<file path="src/rtl/mmio_gpio_pkg.sv">
// Shared definitions for the MMIO GPIO responder: register offsets,
// responder FSM states, STATUS toggle-count width and a byte-lane merge helper.
package mmio_gpio_pkg;

   localparam int OFF_LED_OUT      = 'h00;
   localparam int OFF_BLINK_PERIOD = 'h04;
   localparam int OFF_CTRL         = 'h08;
   localparam int OFF_STATUS       = 'h0C;

   localparam int STATUS_CNT_W = 16;

   typedef enum logic {
      ST_IDLE,
      ST_RESP
   } state_t;

   // Replace only the byte lanes of old_val whose strobe bit is set.
   function automatic logic [31:0] merge_bytes(input logic [31:0] old_val,
                                               input logic [31:0] new_val,
                                               input logic [3:0]  strb);
      merge_bytes = old_val;
      for (int i = 0; i < 4; i++) begin
         if (strb[i]) begin
            merge_bytes[i*8 +: 8] = new_val[i*8 +: 8];
         end
      end
   endfunction

endpackage

</file>
<file path="src/rtl/mmio_gpio_resp_if.sv">
// Request/response bus between the core (master) and the GPIO responder (slave).
interface mmio_gpio_resp_if #(
   parameter int ADDR_W = 8
);
   logic              req_valid;
   logic              req_ready;
   logic              req_we;
   logic [ADDR_W-1:0] req_addr;
   logic [31:0]       req_wdata;
   logic [3:0]        req_wstrb;
   logic              rsp_valid;
   logic              rsp_ready;
   logic [31:0]       rsp_rdata;
   logic              rsp_err;

   modport master (
      output req_valid, req_we, req_addr, req_wdata, req_wstrb, rsp_ready,
      input  req_ready, rsp_valid, rsp_rdata, rsp_err
   );

   modport slave (
      input  req_valid, req_we, req_addr, req_wdata, req_wstrb, rsp_ready,
      output req_ready, rsp_valid, rsp_rdata, rsp_err
   );
endinterface

</file>
<file path="src/rtl/mmio_gpio_blink.sv">
// Blink timer: free-running period counter that toggles blink_q and bumps a
// wrapping toggle count every BLINK_PERIOD cycles while enabled.
module mmio_gpio_blink
   import mmio_gpio_pkg::*;
#(
   parameter int PERIOD_W = 24
) (
   input  logic                    clk,
   input  logic                    rst,
   input  logic                    blink_en,
   input  logic [PERIOD_W-1:0]     period,
   input  logic                    clear,
   output logic                    blink_q,
   output logic [STATUS_CNT_W-1:0] toggle_cnt
);

   logic [PERIOD_W-1:0] count;

   // Counter runs only with a non-zero period; a config write restarts it.
   always_ff @(posedge clk) begin
      if (rst) begin
         count      <= '0;
         blink_q    <= 1'b0;
         toggle_cnt <= '0;
      end else if (clear) begin
         count <= '0;
      end else if (blink_en && (period != '0)) begin
         if (count == period - PERIOD_W'(1)) begin
            count      <= '0;
            blink_q    <= ~blink_q;
            toggle_cnt <= toggle_cnt + STATUS_CNT_W'(1);
         end else begin
            count <= count + PERIOD_W'(1);
         end
      end else begin
         count <= '0;
      end
   end

endmodule

</file>
<file path="src/rtl/mmio_gpio_resp.sv">
// MMIO GPIO responder: single-outstanding load/store slave driving one LED.
// Define MMIO_GPIO_BLINK_EN to add BLINK_PERIOD, CTRL, STATUS and the blink
// timer; without it only LED_OUT is mapped.
module mmio_gpio_resp
   import mmio_gpio_pkg::*;
#(
   parameter int ADDR_W   = 8,
   parameter int PERIOD_W = 24
) (
   input  logic             clk,
   input  logic             rst,
   mmio_gpio_resp_if.slave  bus,
   output logic             led
);

   state_t            state;
   logic              led_out;
   logic [ADDR_W-1:0] word_addr;
   logic              accept;
   logic              hit_led, hit_period, hit_ctrl, hit_status;
   logic              wr_led;
   logic [31:0]       rd_period, rd_ctrl, rd_status;
   logic [31:0]       rd_data;
   logic              rd_err;
   logic              led_src;
   logic              unused_bits;

   assign word_addr = {bus.req_addr[ADDR_W-1:2], 2'b00};
   assign accept    = bus.req_valid && bus.req_ready;
   assign hit_led   = (word_addr == ADDR_W'(OFF_LED_OUT));
   assign wr_led    = accept && bus.req_we && hit_led;

`ifdef MMIO_GPIO_BLINK_EN
   logic [PERIOD_W-1:0]     blink_period;
   logic                    blink_en;
   logic                    blink_q;
   logic [STATUS_CNT_W-1:0] toggle_cnt;
   logic [31:0]             period_merged;
   logic                    wr_period, wr_ctrl, cfg_write;
   logic                    unused_period_bits;

   assign hit_period    = (word_addr == ADDR_W'(OFF_BLINK_PERIOD));
   assign hit_ctrl      = (word_addr == ADDR_W'(OFF_CTRL));
   assign hit_status    = (word_addr == ADDR_W'(OFF_STATUS));
   assign wr_period     = accept && bus.req_we && hit_period;
   assign wr_ctrl       = accept && bus.req_we && hit_ctrl;
   assign cfg_write     = (wr_period || wr_ctrl) && (|bus.req_wstrb);
   assign period_merged = merge_bytes(32'(blink_period), bus.req_wdata, bus.req_wstrb);
   assign rd_period     = 32'(blink_period);
   assign rd_ctrl       = {31'b0, blink_en};
   assign rd_status     = 32'(toggle_cnt);
   assign led_src       = blink_en ? blink_q : led_out;
   assign unused_period_bits = ^period_merged;

   // Blink configuration registers, updated on the acceptance edge.
   always_ff @(posedge clk) begin
      if (rst) begin
         blink_period <= '0;
         blink_en     <= 1'b0;
      end else begin
         if (wr_period) begin
            blink_period <= period_merged[PERIOD_W-1:0];
         end
         if (wr_ctrl && bus.req_wstrb[0]) begin
            blink_en <= bus.req_wdata[0];
         end
      end
   end

   mmio_gpio_blink #(
      .PERIOD_W(PERIOD_W)
   ) u_blink (
      .clk       (clk),
      .rst       (rst),
      .blink_en  (blink_en),
      .period    (blink_period),
      .clear     (cfg_write),
      .blink_q   (blink_q),
      .toggle_cnt(toggle_cnt)
   );
`else
   localparam int unused_period_w = PERIOD_W;

   assign hit_period = 1'b0;
   assign hit_ctrl   = 1'b0;
   assign hit_status = 1'b0;
   assign rd_period  = '0;
   assign rd_ctrl    = '0;
   assign rd_status  = '0;
   assign led_src    = led_out;
`endif

   assign unused_bits = ^{bus.req_addr[1:0], bus.req_wdata, bus.req_wstrb};

   assign rd_err = !(hit_led || hit_period || hit_ctrl || hit_status)
                   || (bus.req_we && hit_status);

   // Load data for the addressed register; stores and unmapped offsets read 0.
   always_comb begin
      rd_data = '0;
      if (!bus.req_we) begin
         if (hit_led) begin
            rd_data = {31'b0, led_out};
         end else if (hit_period) begin
            rd_data = rd_period;
         end else if (hit_ctrl) begin
            rd_data = rd_ctrl;
         end else if (hit_status) begin
            rd_data = rd_status;
         end
      end
   end

   // LED_OUT register, only lane 0 carries state.
   always_ff @(posedge clk) begin
      if (rst) begin
         led_out <= 1'b0;
      end else if (wr_led && bus.req_wstrb[0]) begin
         led_out <= bus.req_wdata[0];
      end
   end

   // LED pin is a registered copy of the selected source.
   always_ff @(posedge clk) begin
      if (rst) begin
         led <= 1'b0;
      end else begin
         led <= led_src;
      end
   end

   // Responder FSM: accept one request, then hold the response until taken.
   always_ff @(posedge clk) begin
      if (rst) begin
         state         <= ST_IDLE;
         bus.req_ready <= 1'b0;
         bus.rsp_valid <= 1'b0;
         bus.rsp_rdata <= '0;
         bus.rsp_err   <= 1'b0;
      end else begin
         case (state)
            ST_IDLE: begin
               bus.req_ready <= 1'b1;
               if (accept) begin
                  state         <= ST_RESP;
                  bus.req_ready <= 1'b0;
                  bus.rsp_valid <= 1'b1;
                  bus.rsp_rdata <= rd_data;
                  bus.rsp_err   <= rd_err;
               end
            end
            ST_RESP: begin
               if (bus.rsp_ready) begin
                  state         <= ST_IDLE;
                  bus.req_ready <= 1'b1;
                  bus.rsp_valid <= 1'b0;
                  bus.rsp_rdata <= '0;
                  bus.rsp_err   <= 1'b0;
               end
            end
            default: begin
               state <= ST_IDLE;
            end
         endcase
      end
   end

endmodule
</file>
<file path="src/flat_wrapper.sv">
// flat-port wrapper written by rule: the top's interface ports become plain ports
module mmio_gpio_resp_flat import mmio_gpio_pkg::*;
#(
   parameter int ADDR_W   = 8,
   parameter int PERIOD_W = 24
)
  (clk, rst, led, bus_req_valid, bus_req_we, bus_req_addr, bus_req_wdata, bus_req_wstrb, bus_rsp_ready, bus_req_ready, bus_rsp_valid, bus_rsp_rdata, bus_rsp_err);
  mmio_gpio_resp_if #(.ADDR_W(ADDR_W)) bus_i ();
  input  logic clk;
  input  logic rst;
  output logic led;
  input wire logic [$bits(bus_i.req_valid)-1:0] bus_req_valid;
  input wire logic [$bits(bus_i.req_we)-1:0] bus_req_we;
  input wire logic [$bits(bus_i.req_addr)-1:0] bus_req_addr;
  input wire logic [$bits(bus_i.req_wdata)-1:0] bus_req_wdata;
  input wire logic [$bits(bus_i.req_wstrb)-1:0] bus_req_wstrb;
  input wire logic [$bits(bus_i.rsp_ready)-1:0] bus_rsp_ready;
  output wire logic [$bits(bus_i.req_ready)-1:0] bus_req_ready;
  output wire logic [$bits(bus_i.rsp_valid)-1:0] bus_rsp_valid;
  output wire logic [$bits(bus_i.rsp_rdata)-1:0] bus_rsp_rdata;
  output wire logic [$bits(bus_i.rsp_err)-1:0] bus_rsp_err;
  assign bus_i.req_valid = bus_req_valid;
  assign bus_i.req_we = bus_req_we;
  assign bus_i.req_addr = bus_req_addr;
  assign bus_i.req_wdata = bus_req_wdata;
  assign bus_i.req_wstrb = bus_req_wstrb;
  assign bus_i.rsp_ready = bus_rsp_ready;
  assign bus_req_ready = bus_i.req_ready;
  assign bus_rsp_valid = bus_i.rsp_valid;
  assign bus_rsp_rdata = bus_i.rsp_rdata;
  assign bus_rsp_err = bus_i.rsp_err;
  mmio_gpio_resp #(.ADDR_W(ADDR_W), .PERIOD_W(PERIOD_W)) u_core (.clk(clk), .rst(rst), .bus(bus_i), .led(led));
endmodule
</file>
<file path="config.mk">
export PLATFORM = sky130hd
export DESIGN_NAME = mmio_gpio_resp_flat
export DESIGN_NICKNAME = d
export VERILOG_FILES = /design/src/rtl/mmio_gpio_pkg.sv /design/src/rtl/mmio_gpio_resp_if.sv /design/src/rtl/mmio_gpio_blink.sv /design/src/rtl/mmio_gpio_resp.sv /design/src/flat_wrapper.sv
export SDC_FILE = /design/constraint.sdc
export NUM_CORES = 1
export LEC_CHECK = 0
export BUFFER_PORTS_ARGS = -buffer_cell sky130_fd_sc_hd__buf_2
export CAP_MARGIN = 20
export CORE_AREA = 2 2 45 51
export CTS_CLUSTER_SIZE = 28
export DETAILED_ROUTE_END_ITERATION = 10
export DIE_AREA = 0 0 47 53
export PLACE_DENSITY = 0.77
export SLEW_MARGIN = 40
export SYNTH_ARGS = -nofsm -noshare
export SYNTH_HDL_FRONTEND = slang
export SYNTH_SLANG_ARGS = --single-unit
</file>
<file path="constraint.sdc">
create_clock -name clk -period 1.85 [get_ports clk]
set_input_delay 0.2775 -clock clk [delete_from_list [all_inputs] [get_ports clk]]
set_output_delay 0.2775 -clock clk [all_outputs]
set_load 0.01 [all_outputs]
</file>
==> impl_metrics.py, run 1 <==
metrics = {
    "yosys": {
        "cell_types_with_the_highest_counts_after_synthesis": "buf_4 (31), dfxtp_1 (7), a21oi_1 (5)",
        "synth_enable_flop_cells": 0,
        "yosys_most_used_dff": "dfxtp_1",
        "yosys.area.top_type": "buf_4",
        "synth.yosys.warnings": 0,
        "post_synth_num_cell_types": 19,
        "netlist_top_cells_area": "buf_4 (44%), dfxtp_1 (26%), a21oi_1 (4.7%)",
        "ys_ff_latch": 7,
        "syn_inst": 64,
        "synthArstFlopShare": 0,
        "post_synth_instance_area_um2": 534,
        "yosys.area.top_type_share": 0.436,
        "sequential_share_of_the_synthesized_area": 0.262,
        "syn_area_per_cell_um2": 8.35,
        "synth.most_common_cell": "buf_4",
    },
    "layout": {
        "layout-drive-gt1-share": 0.298,
        "final_cell_area_um2": 561,
        "num_antenna_cells": 0,
        "fillerInstances": 214,
        "final_nets": 134,
        "area.growth.synth_to_final_pct": 4.92,
    },
    "clock_tree": {
        "number_of_buffers_added_to_fix_hold_violations_after_cts": 0,
        "worst_setup_hold_path_clk_slew_ps": 50,
        "numClockSinks": 7,
        "maximum_level_of_the_cts_h_tree": 1,
        "post_cts_resize_count": 0,
        "max-clock-path-buffers": 2,
        "cts-buffers-inserted": 3,
        "clock_tree.root_cell": "clkbuf_4",
        "cts_post_setup_buffers_inserted": 0,
        "clkLatencyLatePin_ps": 260,
        "clock_tree_from_tritoncts": "done",
    },
    "route": {
        "drt-wirelength-per-cell_um": 7.59,
        "drtPass1Iterations": 4,
        "detail_route.drc_violations": 0,
        "number_of_vias_per_cell_after_detailed_routing": 3.54,
        "antenna_left": 0,
        "post_route_wl_um": 850,
        "drt_iter0_markers": 15,
        "num_vias": 396,
    },
    "timing": {
        "setup_tns_ps": 0,
        "finalSetupViolations": 0,
        "maxClockFrequency_mhz": 747,
        "timing.final.max_slew_violations": 0,
        "skew_ps": 3.54,
        "timing_hold_violations_final": 0,
        "period_share": 0.724,
        "rsz0062_at_grt": "false",
        "final.min_clock_period_ps": 1340,
    },
    "global_routing": {
        "grt_pass1_wl_um": 1240,
        "antenna_found_initial": 0,
        "grt_overflow_total": 0,
        "grt_pass1_vias": 279,
        "grt_start_max_net_pins": 8,
        "grt_resource_usage_total": 0.0769,
    },
    "power_and_ir_drop": {
        "share_seq_of_total_power": 0.436,
        "combPwrFrac": 0.184,
        "internal_power_mw": 0.262,
        "cellPowerDensity_nw_per_um2": 670,
        "p_switching_mw": 0.114,
        "p_leak_nw": 0.291,
        "sw_frac_of_total": 0.303,
        "share_clk_of_total_power": 0.380,
        "vdd_ir_drop_max_mv": 0.244,
    },
    "floorplan": {
        "fp.dieW_um": 47,
        "core_area_um2": 1960,
        "ios": 85,
        "initial_core_util": 0.273,
        "die_y_um": 53,
        "die_area_um2": 2490,
        "rows": 17,
    },
    "placed_design": {
        "io_buffers": 17,
        "placed_cell_area_um2": 534,
        "place_congestion": 0.689,
        "hpwl_dp_um": 727,
    },
    "worst_setup_path": {
        "critPathLaunchType": "register",
        "worst_ep_required_time_ps": 2040,
        "critical_path.max_fanout": 6,
        "timing.setup.critical_path_class": "register to register",
        "endpoint_kind": "register",
        "cp.arrival_ps": 1530,
    },
    "run_status": {
        "outcome": "complete, no violations",
    },
    "worst_hold_path": {
        "hp-class": "input port to register",
    },
    "run": {
        "max_cap_viol_count": 0,
    },
}
## kinds of logic after synthesis
logic type             Yosys count  synth area share
AND/OR/NAND/NOR                 16             0.199
flip-flops                       7             0.262
buffers and inverters           31             0.436
AO/OA/AOI/OAI                    8            0.0749
other                            1           0.00702
multiplexers                     1            0.0211
## cell usage in the layout (no fill, tap or decap)
cell type,instances
clkbuf_1,1
nor2b_1,3
buf_2,17
clkbuf_4,3
nand2b_1,1
nand4_1,1
and3b_1,1
o21ai_0,3
nand3b_2,1
nor2_1,2
nand3_1,1
or2_2,1
nor3_1,1
or4_1,1
nand2_1,1
mux2_2,1
or2b_2,1
dfxtp_1,7
a21oi_1,5
or4_4,1
conb_1,31
## cell type report
type | instances | area [µm²] | area share
Multi-Input combinational cell | 56 | 274 | 0.489
Tap cell | 28 | 35.0 | 0.0625
Sequential cell | 7 | 140 | 0.250
Clock buffer | 4 | 26.3 | 0.0469
Timing Repair Buffer | 17 | 85.1 | 0.152
## worst max-delay path: stages (launching register included)
cell and delay (ps):
dfxtp_1 350, nand3b_2 250, or4_1 530, a21oi_1 150
## power groups by stage
stage | clock network, mW | registers [mW] | logic [mW]
detailed placement | 0 | 0.167 | 0.0680
finish | 0.143 | 0.164 | 0.0693
CTS | 0.149 | 0.163 | 0.0681
floorplan | 0 | 0.168 | 0.0912
global route | 0.162 | 0.164 | 0.0809
global placement | 0 | 0.166 | 0.0671
## metrics by stage
| step | hold slack, ps | power [mW] | setup WS, ps | instances | utilization |
|---|---|---|---|---|---|
| 3_3_place_gp | 461 | 0.233 | 269 | 108 | 0.273 |
| 4_1_cts | 263 | 0.381 | 519 | 112 | 0.286 |
| 3_5_place_dp | 470 | 0.235 | 246 | 108 | 0.273 |
| 2_1_floorplan | 347 | 0.259 | 392 | 94 | - |
| 6_report | 274 | 0.375 | 511 | 112 | 0.286 |
| 5_1_grt | 270 | 0.407 | 459 | 112 | 0.286 |
## registers in the layout, indices dropped and copies added (netlist names)
signal	cells
u_core.state	1
u_core.bus.req_ready	1
u_core.bus.rsp_err	1
u_core.bus.rsp_rdata	1
u_core.led	1
u_core.bus.rsp_valid	1
u_core.led_out	1
## worst paths after layout
kind,depth (start not counted),to,slack (ps),startpoint
setup / recovery,3,u_core.bus.rsp_rdata[0]$_SDFFE_PP0P_,510,u_core.state$_SDFF_PP0_
hold / removal,2,u_core.bus.rsp_err$_SDFFE_PP0P_,270,rst
setup reg to reg,3,u_core.bus.rsp_rdata[0]$_SDFFE_PP0P_,510,u_core.state$_SDFF_PP0_
hold reg to reg,2,u_core.bus.rsp_err$_SDFFE_PP0P_,470,u_core.bus.rsp_err$_SDFFE_PP0P_
## routing by layer
layer  wire length [µm]  GRT usage  vias up
met4                  0     0.0694        0
met5                  0          0        -
met1                322     0.0861      171
met2                398     0.0959       35
li1                   -          -      190
met3                129     0.0478        0
(Power assumes the default switching activity.)
==> run 2: changes to the inputs <==
- CORE_AREA: 2 2 45 51 -> 2 2 48 54
- DIE_AREA: 0 0 47 53 -> 0 0 50 56
- PLACE_DENSITY: 0.77 -> 0.72
- clock period: 1.85 -> 1.2 ns (I/O delays scaled with it)
==> run 2 against run 1 <==
The run now ends with negative setup slack left. Clock skew down 1.6 ps. Sequential power grew 52%. Total power rose by 56%. Worst setup slack worse by 530 ps. Combinational power grew 88%. Critical path depth stayed put. Utilization fell by 0.47 points. Final cell count increased by 5.4%. Via count is 4.0% higher. Routed wire length grew 9.5%. Hold slack worse by 96 ps. Fmax grew 9.5%. Critical endpoint unchanged. Largest power group unchanged.
==> impl_metrics.py, run 2 (same netlist as run 1, synthesis figures left out) <==
metrics = {
    "route": {
        "number_of_vias_per_cell_after_detailed_routing": 3.49,
        "drt-wirelength-per-cell_um": 7.89,
        "drt_iter0_markers": 10,
        "top_layer": "met4",
        "detail_route.wirelength.met1_um": 355,
        "met2WireLength_um": 430,
        "met3_length_um": 134,
        "drtPass1Iterations": 4,
        "detail_route.drc_violations": 0,
        "post_route_wl_um": 931,
        "antenna_left": 0,
        "num_vias": 412,
    },
    "timing": {
        "timing_hold_violations_final": 0,
        "final.setup.worst_slack_ps": -23.6,
        "finalSetupViolations": 1,
        "final.min_clock_period_ps": 1220,
        "setup_tns_ps": -23.6,
        "timing.final.max_slew_violations": 0,
        "maxClockFrequency_mhz": 817,
        "period_share": 1.02,
        "rsz0062_at_grt": "true",
        "skew_ps": 1.94,
    },
    "placed_design": {
        "io_buffers": 17,
        "hpwl_dp_um": 785,
        "place_congestion": 0.754,
    },
    "run_status": {
        "outcome": "complete, but fails checks",
        "failed_checks": "negative setup slack",
    },
    "clock_tree": {
        "cts-buffers-inserted": 3,
        "number_of_buffers_added_to_fix_hold_violations_after_cts": 0,
        "worst_setup_hold_path_clk_slew_ps": 50,
        "clock_tree_from_tritoncts": "done",
        "max-clock-path-buffers": 2,
        "maximum_level_of_the_cts_h_tree": 1,
        "clock_tree.root_cell": "clkbuf_4",
        "clkLatencyLatePin_ps": 250,
        "numClockSinks": 7,
    },
    "layout": {
        "multi_input_area_um2": 302,
        "fillerInstances": 252,
        "layout-drive-gt1-share": 0.375,
        "area.sequential_um2": 141,
        "final_nets": 138,
        "num_antenna_cells": 0,
        "layout_common_cells": "conb_1 (31), buf_2 (16), dfxtp_1 (6)",
        "most_common_cell_after_layout_fill_and_taps_aside": "conb_1",
        "area.growth.synth_to_final_pct": 17.6,
    },
    "worst_setup_path": {
        "cpLargestDelayFamily": "simple AND/OR/NAND/NOR gates",
        "timing.setup.critical_path_class": "register to register",
        "critical_path.cell_chain": "or2b_4, or4_4, a21oi_2",
        "critPathLaunchType": "register",
        "cp.arrival_ps": 1410,
        "worst_ep_required_time_ps": 1380,
        "endpoint_kind": "register",
        "crit_path_top_delay_cell": "or4_4",
        "max_stage_delay_ps": 480,
        "critical_path.max_fanout": 2,
        "cp.buffers_inverters": 0,
    },
    "global_routing": {
        "grt_resource_usage_total": 0.0625,
        "grt_start_max_net_pins": 8,
        "antenna_found_initial": 0,
        "grt_overflow_total": 0,
        "grt_pass1_vias": 320,
        "grt_pass1_wl_um": 1300,
    },
    "power_and_ir_drop": {
        "cellPowerDensity_nw_per_um2": 935,
        "p_leak_nw": 0.329,
        "total_power_mw": 0.587,
        "vdd_ir_drop_max_mv": 0.558,
    },
    "floorplan": {
        "fp.dieW_um": 50,
        "ios": 85,
        "initial_core_util": 0.240,
        "die_area_um2": 2800,
        "core_area_um2": 2230,
        "rows": 18,
        "die_y_um": 56,
    },
    "run": {
        "max_cap_viol_count": 0,
    },
    "worst_hold_path": {
        "hp-class": "input port to register",
    },
}
==> run 2: cell count changes in the layout (fill, tap and decap cells not counted), sizes merged <==
cell and delta:
buf +4
==> run 2: repair_timing <==
action	4_1_cts	5_1_grt
buffers inserted	0	0
pin swaps	3	2
gates resized for setup	2	4
hold endpoints to repair	0	0
setup endpoints to repair	1	1
==> run 2: cell type report <==
cell class / instances / share of cell area
multi-input cells: 56 / 0.480
clock buffers: 4 / 0.0418
repair buffers: 21 / 0.193
flip-flops and latches: 7 / 0.225
well taps: 30 / 0.0598
==> run 2: metrics by stage <==
stage          hold slack [ps]   util  area [µm²]  worst slack (ps)  instances
2_1_floorplan              249      -         656              -110         94
3_3_place_gp               442  0.258         576              -222        114
3_5_place_dp               450  0.258         576              -246        114
4_1_cts                    189  0.277         617             -59.9        118
5_1_grt                    186  0.282         628             -50.8        118
6_report                   178  0.282         628             -23.6        118
==> run 2: final timing paths <==
check | start | end | slack, ps | cells after the start
worst max register to register | u_core.led_out$_SDFFE_PP0P_ | u_core.bus.rsp_rdata[0]$_SDFFE_PP0P_ | -20 | 3
worst max-delay path | u_core.led_out$_SDFFE_PP0P_ | u_core.bus.rsp_rdata[0]$_SDFFE_PP0P_ | -20 | 3
worst min register to register | u_core.bus.rsp_rdata[0]$_SDFFE_PP0P_ | u_core.bus.rsp_rdata[0]$_SDFFE_PP0P_ | 480 | 2
worst min-delay path | rst | u_core.bus.rsp_rdata[0]$_SDFFE_PP0P_ | 180 | 2
==> run 2: report_power, final <==
group	switching [mW]	internal, mW
sequential	0.00702	0.243
clock	0.0806	0.126
combinational	0.0821	0.0478
==> run 2: per-layer routing <==
metal,up-vias,track usage
li1,198,-
met1,176,0.0676
met2,36,0.102
met3,2,0.0242
met4,0,0.0357
met5,-,0
==> run 3: changes to the inputs <==
- GPL_TIMING_DRIVEN: default -> 0
==> run 3 against run 2 <==
The run still ends with negative setup slack left. Final area rose by 34%. First-iteration DRC count fell by 60%. Sequential power barely moved. Critical path depth rose by 1. Count of clock-buffer cells in the layout did not move. Register-to-register slack barely moved.
==> impl_metrics.py, run 3 (same netlist as run 1, synthesis figures left out) <==
metrics = {
    "run_status": {
        "outcome": "complete, but fails checks",
        "failed_checks": "negative setup slack",
    },
    "floorplan": {
        "die_y_um": 56,
        "ios": 85,
        "die_area_um2": 2800,
        "core_area_um2": 2230,
        "initial_core_util": 0.240,
        "fp.dieW_um": 50,
        "rows": 18,
    },
    "route": {
        "drt_iter0_markers": 4,
        "drt-wirelength-per-cell_um": 7.86,
        "post_route_wl_um": 1150,
        "antenna_left": 0,
        "detail_route.drc_violations": 0,
        "number_of_vias_per_cell_after_detailed_routing": 3.33,
        "num_vias": 486,
        "drtPass1Iterations": 2,
    },
    "power_and_ir_drop": {
        "p_leak_nw": 0.484,
        "vdd_ir_drop_max_mv": 0.556,
        "cellPowerDensity_nw_per_um2": 788,
        "total_power_mw": 0.665,
    },
    "clock_tree": {
        "maximum_level_of_the_cts_h_tree": 1,
        "numClockSinks": 7,
        "cts-buffers-inserted": 3,
        "clock_tree.root_cell": "clkbuf_4",
        "worst_setup_hold_path_clk_slew_ps": 50,
        "max-clock-path-buffers": 2,
        "clkLatencyLatePin_ps": 250,
        "clock_tree_from_tritoncts": "done",
    },
    "timing": {
        "worst_hold_slack_ps": 176,
        "skew_ps": 0.600,
        "final.setup.worst_slack_ps": -25.4,
        "final.min_clock_period_ps": 1230,
        "timing.final.max_slew_violations": 0,
        "rsz0062_at_grt": "true",
        "period_share": 1.02,
        "timing_hold_violations_final": 0,
        "maxClockFrequency_mhz": 816,
        "finalSetupViolations": 1,
    },
    "layout": {
        "layout-drive-gt1-share": 0.543,
        "area.growth.synth_to_final_pct": 57.8,
        "most_common_cell_after_layout_fill_and_taps_aside": "buf_4",
        "layout_common_cells": "buf_4 (32), conb_1 (31), buf_2 (16)",
        "fin_cells": 146,
        "multi_input_area_um2": 299,
        "fillerInstances": 233,
        "final_nets": 166,
        "area.sequential_um2": 149,
        "num_antenna_cells": 0,
    },
    "placed_design": {
        "hpwl_dp_um": 952,
        "numPlacedInstances": 141,
        "place_congestion": 0.733,
        "io_buffers": 17,
    },
    "global_routing": {
        "antenna_found_initial": 0,
        "grt_overflow_total": 0,
        "grt_start_max_net_pins": 8,
        "grt_pass1_wl_um": 1720,
        "grt_resource_usage_total": 0.0802,
        "grt_pass1_vias": 421,
    },
    "worst_setup_path": {
        "critPathLaunchType": "input port",
        "worst-r2r-cell-count": 3,
        "rr_endpoint": "u_core.bus.rsp_rdata[0]$_SDFFE_PP0P_",
        "cp.arrival_ps": 1410,
        "endpoint_kind": "register",
        "critical_path.max_fanout": 3,
        "setup.reg_to_reg.worst_slack_ps": -20,
        "worst_ep_required_time_ps": 1390,
        "timing.setup.critical_path_class": "input port to register",
        "r2r_start": "u_core.state$_SDFF_PP0_",
    },
    "worst_hold_path": {
        "hold_path.startpoint": "rst",
        "hold_end": "u_core.bus.rsp_rdata[0]$_SDFFE_PP0P_",
        "hp-class": "input port to register",
        "min_delay_path_depth": 2,
    },
    "run": {
        "max_cap_viol_count": 0,
    },
}
run 3: cell types whose count changed in the layout (fill, tap and decap cells not counted):
cell	before	now
or2b_2	0	1
dfxtp_1	6	4
dfxtp_4	0	2
or2b_4	1	0
buf_4	4	32
run 3: per-layer routing:
layer | routed length (µm) | share of wire | track usage | vias up
met2 | 548 | 0.48 | 0.147 | 37
met5 | 0 | 0 | 0 | -
met1 | 432 | 0.38 | 0.0794 | 198
li1 | - | - | - | 251
met4 | 0 | 0 | 0.0119 | 0
met3 | 165 | 0.14 | 0.0430 | 0
run 3: repair_timing:
action | CTS | global route
pin swaps | 3 | 1
hold buffers | 0 | 0
setup buffers | 1 | 0
endpoints found under the setup margin | 2 | 2
gates resized for setup | 6 | 3
endpoints found under the hold margin | 0 | 0
run 3: power by group:
part           leakage (nW)  switching [mW]  internal, mW  total, mW
registers            0.0589         0.00945         0.242      0.251
logic                 0.410          0.0928         0.105      0.198
clock network        0.0150          0.0886         0.127      0.216
total                 0.484           0.191         0.474      0.665
run 3: per-stage QoR:
step	setup TNS, ps	cell area, µm²	utilization	worst slack [ps]
final	-25.4	843	0.378	-25.4
after global routing	-105	843	0.378	-79.2
after CTS	-36.5	833	0.374	-36.5
after detailed placement	-499	778	0.349	-269
after global placement	-451	778	0.349	-238
after floorplan	-192	656	-	-110
run 3: layout make-up:
type / instances / area share
Buffer: 31 / 0.276
Sequential cell: 7 / 0.177
Timing Repair Buffer: 18 / 0.117
Multi-Input combinational cell: 56 / 0.355
Tap cell: 30 / 0.0445
Clock buffer: 4 / 0.0312
run 3: worst max-delay path by stage:
stage	slack (ps)	end	start	cells after the start
6_report	-30	u_core.bus.rsp_rdata[0]$_SDFFE_PP0P_	bus_req_addr[4]	4
5_1_grt	-80	u_core.bus.rsp_rdata[0]$_SDFFE_PP0P_	u_core.state$_SDFF_PP0_	3
4_1_cts	-40	u_core.bus.rsp_rdata[0]$_SDFFE_PP0P_	bus_req_addr[4]	4
3_5_place_dp	-270	u_core.led_out$_SDFFE_PP0P_	bus_req_addr[3]	4
3_3_place_gp	-240	u_core.led_out$_SDFFE_PP0P_	bus_req_addr[3]	4
2_1_floorplan	-110	u_core.led_out$_SDFFE_PP0P_	bus_req_addr[3]	3
run 3: critical path: stages:
cell and delay, ps:
buf_6 90, or4_4 540, or4_4 490, a21oi_2 120
